--- config.mk ---
export PLATFORM = sky130hd
export DESIGN_NAME = jk_mod_counter_flat
export DESIGN_NICKNAME = d
export VERILOG_FILES = /design/src/rtl/jk_mod_counter_if.sv /design/src/rtl/jk_mod_counter.sv /design/src/flat_wrapper.sv
export SDC_FILE = /design/constraint.sdc
export NUM_CORES = 1
export LEC_CHECK = 0
export BUFFER_PORTS_ARGS = -buffer_cell sky130_fd_sc_hd__buf_4
export CORE_AREA = 2 2 39 41
export DETAILED_ROUTE_END_ITERATION = 8
export DIE_AREA = 0 0 41 43
export PLACE_DENSITY_LB_ADDON = 0.25
export SLEW_MARGIN = 25
export SYNTH_ARGS = -nofsm -noshare
export SYNTH_HDL_FRONTEND = slang
export SYNTH_SLANG_ARGS = --single-unit
export TNS_END_PERCENT = 50
--- constraint.sdc ---
create_clock -name clk -period 1.8 [get_ports clk]
set_input_delay 0.18 -clock clk [delete_from_list [all_inputs] [get_ports clk]]
set_output_delay 0.18 -clock clk [all_outputs]
set_load 0.1 [all_outputs]
--- src/rtl/jk_mod_counter_if.sv ---
// jk_mod_counter_if: counter bus; control in (en, up, load, din), state out (q, q_bar, tc, wrap, load_err)
interface jk_mod_counter_if #(parameter int WIDTH = 4);
  logic             en;
  logic             up;
  logic             load;
  logic [WIDTH-1:0] din;
  logic [WIDTH-1:0] q;
  logic [WIDTH-1:0] q_bar;
  logic             tc;
  logic             wrap;
  logic             load_err;
  modport master(output en, up, load, din, input q, q_bar, tc, wrap, load_err);
  modport slave(input en, up, load, din, output q, q_bar, tc, wrap, load_err);
endinterface

--- src/rtl/jk_mod_counter.sv ---
// jk_mod_counter: modulo-MOD up/down counter on JK cells; clk, rst (async active-low), bus.slave carries en/up/load/din in and q/q_bar/tc/wrap/load_err out
module jk_mod_counter #(
  parameter int WIDTH = 4,
  parameter int MOD   = 10
) (
  input logic             clk,
  input logic             rst,
  jk_mod_counter_if.slave bus
);
  localparam logic [WIDTH-1:0] MAXV = WIDTH'(MOD - 1);
  localparam logic [WIDTH:0]   MODV = (WIDTH + 1)'(MOD);
  logic [WIDTH-1:0] r_q, w_j, w_k, w_tgt, w_tog;
  logic             r_wrap, r_load_err;
  logic             w_tc, w_force, w_din_ok, w_illegal;
  always_comb begin
    w_din_ok  = {1'b0, bus.din} < MODV;
    w_illegal = {1'b0, r_q} >= MODV;
    w_tc      = bus.en & ~bus.load & (bus.up ? r_q == MAXV : r_q == '0);
    for (int i = 0; i < WIDTH; i++) begin
      w_tog[i] = bus.up ? &(r_q | ~WIDTH'((1 << i) - 1)) : &(~r_q | ~WIDTH'((1 << i) - 1));
    end
    w_force = bus.load | (bus.en & (w_illegal | w_tc));
    w_tgt   = bus.load ? (w_din_ok ? bus.din : '0) : (w_tc & ~bus.up) ? MAXV : '0;
    w_j     = w_force ? w_tgt : bus.en ? w_tog : '0;
    w_k     = w_force ? ~w_tgt : bus.en ? w_tog : '0;
  end
  always_ff @(posedge clk or negedge rst) begin
    if (!rst) begin
      r_q        <= '0;
      r_wrap     <= 1'b0;
      r_load_err <= 1'b0;
    end else begin
      r_q        <= (w_j & ~r_q) | (~w_k & r_q);
      r_wrap     <= w_tc;
      r_load_err <= bus.load & ~w_din_ok;
    end
  end
  assign bus.q        = r_q;
  assign bus.q_bar    = ~r_q;
  assign bus.tc       = w_tc;
  assign bus.wrap     = r_wrap;
  assign bus.load_err = r_load_err;
endmodule

--- src/flat_wrapper.sv ---
// flat-port wrapper written by rule: the top's interface ports become plain ports
module jk_mod_counter_flat 
#(
  parameter int WIDTH = 4,
  parameter int MOD   = 10
)
  (clk, rst, bus_en, bus_up, bus_load, bus_din, bus_q, bus_q_bar, bus_tc, bus_wrap, bus_load_err);
  jk_mod_counter_if #(.WIDTH(WIDTH)) bus_i ();
  input logic clk;
  input logic rst;
  input wire logic [$bits(bus_i.en)-1:0] bus_en;
  input wire logic [$bits(bus_i.up)-1:0] bus_up;
  input wire logic [$bits(bus_i.load)-1:0] bus_load;
  input wire logic [$bits(bus_i.din)-1:0] bus_din;
  output wire logic [$bits(bus_i.q)-1:0] bus_q;
  output wire logic [$bits(bus_i.q_bar)-1:0] bus_q_bar;
  output wire logic [$bits(bus_i.tc)-1:0] bus_tc;
  output wire logic [$bits(bus_i.wrap)-1:0] bus_wrap;
  output wire logic [$bits(bus_i.load_err)-1:0] bus_load_err;
  assign bus_i.en = bus_en;
  assign bus_i.up = bus_up;
  assign bus_i.load = bus_load;
  assign bus_i.din = bus_din;
  assign bus_q = bus_i.q;
  assign bus_q_bar = bus_i.q_bar;
  assign bus_tc = bus_i.tc;
  assign bus_wrap = bus_i.wrap;
  assign bus_load_err = bus_i.load_err;
  jk_mod_counter #(.WIDTH(WIDTH), .MOD(MOD)) u_core (.clk(clk), .rst(rst), .bus(bus_i));
endmodule
Word level (Yosys, flattened, before mapping)
Index checks and enable logic that the tools add are counted.

storage, ports and cells
  register bits after elaboration = 6
  logic and storage cells = 37

cells by class
  order comparisons = 2
  equal/unequal tests = 1
  mux-type cells = 10
  bitwise gates (word level) = 16
  reduce and logical (&&, ||, !) cells = 5

operator list
  cell                count
  $mux 4              6
  $not 4->4           3
  $and 4x4->4         2
  $reduce_and 3->1    2
  $and 1x1->1         5
  $eq 4x4->1 const B  1
  $ge 4x4->1 const B  1
  $logic_not 4->1     1
  $lt 4x4->1 const B  1
  $mux 1              4
  $or 4x4->4          1
  $reduce_and 2->1    2
  $not 1->1           3
  $or 1x1->1          2

Depth between registers and ports, before layout
  depth in word-level cells = 11
  mapped depth = 5
  depth with buffers taken out = 4

Least setup slack after synthesis
OpenSTA, ideal clock, no wires.

  kind = flip-flop to flip-flop
  from = register u_core.r_q[2] (netlist: u_core.bus.q[2])
  to = register u_core.r_wrap (netlist: u_core.bus.wrap)
  arrival = 2.939 ns
  path slack = -1.425 ns
  stages on the path, launching flop included = 3
  period minus slack after synthesis = 3.225 ns
  cell sequence = dfrtp_1 > or4b_1 > a21oi_1

between the ends
  word-level cells in the longest chain between the ends = 3

RTL lines
  item                                                  line                  RTL
  start: declaration                                    jk_mod_counter.sv:12  logic [WIDTH-1:0] r_q, w_j, w_k, w_tgt, w_tog;
  start signal: assignment                              jk_mod_counter.sv:33  r_q <= (w_j & ~r_q) | (~w_k & r_q);
  $eq 4x4->1 / $logic_not 4->1 (equally long branches)  jk_mod_counter.sv:18  w_tc = bus.en & ~bus.load & (bus.up ? r_q == MAXV : r_q == '0);
  $mux 1 (*)                                            jk_mod_counter.sv:18
  $and 1x1->1 (*)                                       jk_mod_counter.sv:18
  named net bus_tc                                      flat_wrapper.sv:17    output wire logic [$bits(bus_i.tc)-1:0] bus_tc;
  end signal: assignment                                jk_mod_counter.sv:34  r_wrap <= w_tc;
  end: declaration                                      jk_mod_counter.sv:13  logic r_wrap, r_load_err;

The timed path passes the listed nets; every way through them passes the cells marked *.

Worst setup path after layout
  from = register u_core.r_q[2] (netlist: u_core.bus.q[2])
  to = output bus_tc

between the ends
  word-level cells in the longest chain between the ends = 3

RTL lines
  item                                                  line
  $eq 4x4->1 / $logic_not 4->1 (equally long branches)  jk_mod_counter.sv:18
  $mux 1 (*)                                            jk_mod_counter.sv:18
  $and 1x1->1 (*)                                       jk_mod_counter.sv:18
  end: declaration                                      flat_wrapper.sv:17

Every way passes the cells marked *; elsewhere a longest branch is shown, timed or not.

==> flow_summary.yaml <==
sta:
  slew_headroom_pct: 81.6
  timing.setup.tns_ns: 0
  final_max_slew_viol_count: 0
  fin_ws_ns: 0.00753
  min_period_ns: 1.79
  max_freq_ghz: 0.558
  rsz0062_at_grt: "true"
  tightest_slew_ns: 0.278
  post-route-period-util_pct: 99.6
  skew_ns: 0.00202
  final_hold_viol_count: 0
  hold_slack_ns: 0.166
  setup-violations-final: 0
power:
  p_per_area_nw_per_um2: 1400
  max-vdd-ir-drop_mv: 0.594
  p_switching_mw: 0.504
  power_frac_seq_pct: 23.2
  p_leak_nw: 0.275
  p_comb_share_pct: 62.2
  p_int_mw: 0.381
  pwr-share-clk_pct: 14.6
  p_sw_share_pct: 56.9
placement:
  place_ws_ns: 0.149
  placed_cell_area_um2: 571
  portBuffers: 19
  gp_congestion: 0.718
critical_path:
  critPathCaptureType: "primary output"
  r2r_cells: 4
  r2r_start: "u_core.bus.q[0]"
  cp_data_arrival_time_ns: 1.61
  r2r_slack_ns: 0.29
  worst_ep_required_time_ns: 1.62
  worstSetupPathType: "reg -> out"
  crit_fanout: 2
  reg2reg_to: "u_core.bus.q[0]"
  start_kind: "register"
drt:
  first_pass_iters: 3
  routed_wl_um: 1040
  via_count: 423
  final_antenna_net_count: 0
  viasPerCell: 5.04
  wl_per_cell_um: 12.4
  drtIter0Drc: 5
  drc_errors: 0
floorplanning:
  io-pin-count: 20
  row_count: 14
  die_h_um: 43
  dieArea_um2: 1760
  initial_core_util_pct: 28.6
  core_um2: 1380
  die_width_um: 41
global_route:
  grt_util_all_layers_pct: 14.3
  grt_max_degree: 12
  gr-total-overflow: 0
  grt_pass1_vias: 388
  grt_pass1_wl_um: 1590
  antenna_found_initial: 0
flow_run:
  maxCapViolCount: 0
hold_path:
  hp-start: "bus_din[1]"
  hold_path.class: "in -> reg"
  worstHoldPathCells: 3
  hold_end: "u_core.bus.q[1]"
synth:
  yosysWarnings: 0
  seq_area_frac_synth_pct: 38.0
  synth_area_um2: 395
  synth.distinct_cells: 22
  ys_ff_latch: 6
  synthesis.nets: 54
  synth_cells: 45
  syn_area_per_cell_um2: 8.79
cts:
  cts_max_level: 1
  cts_buffers: 3
  clock-root-buffer: "clkbuf_4"
  cts.sinks: 6
  clk-insertion-delay-late_ns: 0.25
  clockBufferDepth: 2
  path_clk_slew_ns: 0.05
  tritoncts: "yes"
cells_and_area:
  fill_cells: 141
  n_antenna_cell: 0
  nets: 79
  design_area_um2: 631
  drive_gt1_share_pct: 50.0
  layout_commonest_cell: "buf_4"
  area_delta_synth_final_pct: 59.5
  layout_common_cells: "buf_4, xnor2_1, nand2_1, o21ai_1"
outcome:
  status: "completed"
[critical path, stage by stage (launching register included)]
cell and delay [ns]:
dfrtp_4 0.47, or4b_4 0.54, a21oi_4 0.16, buf_12 0.19
[sequential cells by signal (all words and copies together) (netlist names)]
name / count
u_core.bus.load_err: 1
u_core.bus.wrap: 1
u_core.bus.q: 4
[worst max path at each step]
stage / slack (ns) / to / startpoint / cells after the start
after floorplan: -0.15 / u_core.bus.wrap / u_core.bus.q[2] / 2
after global placement: 0.17 / bus_tc / u_core.bus.q[2] / 3
after detailed placement: 0.15 / bus_tc / u_core.bus.q[2] / 3
after CTS: 0.001 / bus_tc / u_core.bus.q[2] / 3
after global routing: -0.02 / bus_tc / u_core.bus.q[2] / 3
final: 0.008 / bus_tc / u_core.bus.q[2] / 3
[metrics by stage]
step | utilization, % | std cells | total power, mW
final | 45.6 | 84 | 0.885
after CTS | 45.6 | 84 | 0.894
after global routing | 45.6 | 84 | 0.920
after global placement | 41.2 | 78 | 0.743
after floorplan | - | 45 | 0.643
after detailed placement | 41.2 | 78 | 0.746
[final cells by class]
cell class	count	area, um^2	share of cell area (%)
multi-input cells	33	229	36.3
clock buffers	3	22.5	3.57
flip-flops and latches	6	160	25.4
repair buffers	22	180	28.6
well taps	16	20.0	3.17
inverters	4	18.8	2.98
[per-layer routing]
metal / vias to the layer above / part of all wire [%] / track usage [%]
li1: 209 / - / -
met1: 197 / 45 / 16.3
met2: 13 / 48 / 20.3
met3: 4 / 4.1 / 1.57
met4: 0 / 3.7 / 16.0
met5: - / 0 / 0
[Yosys cell counts]
| master | instances | area [um^2] |
|---|---|---|
| a31oi_1 | 2 | 12.5 |
| and3_1 | 1 | 6.26 |
| nor2_1 | 3 | 11.3 |
| buf_2 | 1 | 5.00 |
| a211oi_1 | 1 | 7.51 |
| a21oi_1 | 1 | 5.00 |
| xnor2_1 | 5 | 43.8 |
| inv_1 | 4 | 15.0 |
| dfrtp_1 | 6 | 150 |
| o32ai_2 | 1 | 16.3 |
| or3_4 | 1 | 11.3 |
| o21ai_0 | 3 | 15.0 |
| nor4_1 | 1 | 6.26 |
| nor3_1 | 1 | 5.00 |
| a21o_2 | 1 | 8.76 |
| o21ai_1 | 4 | 20.0 |
| nand3_1 | 1 | 5.00 |
| or4b_1 | 1 | 10.0 |
| buf_6 | 1 | 11.3 |
| nor2b_1 | 1 | 6.26 |
| nand2_1 | 4 | 15.0 |
| and4_1 | 1 | 8.76 |
[kinds of logic after synthesis]
logic type / Yosys count / share of synthesized area, %
DFF: 6 / 38.0
buffers and inverters: 6 / 7.91
AOI/OAI and AO/OA: 13 / 21.5
and+or+nand+nor: 15 / 21.5
xor gates and xnor gates: 5 / 11.1
[repair_timing]
action / in CTS / in global routing
endpoints found under the setup margin: 1 / 1
setup buffers: 2 / 0
resized for setup: 3 / 0
hold buffers: 1 / 0
endpoints found under the hold margin: 6 / 0
[power by group through the flow]
stage | Sequential [mW] | Combinational, mW | Clock, mW
3_5_place_dp | 0.214 | 0.532 | 0
5_1_grt | 0.209 | 0.572 | 0.139
6_report | 0.205 | 0.551 | 0.130
4_1_cts | 0.206 | 0.553 | 0.136
3_3_place_gp | 0.213 | 0.531 | 0
2_1_floorplan | 0.356 | 0.288 | 0
Power figures use the tool's default switching activity.
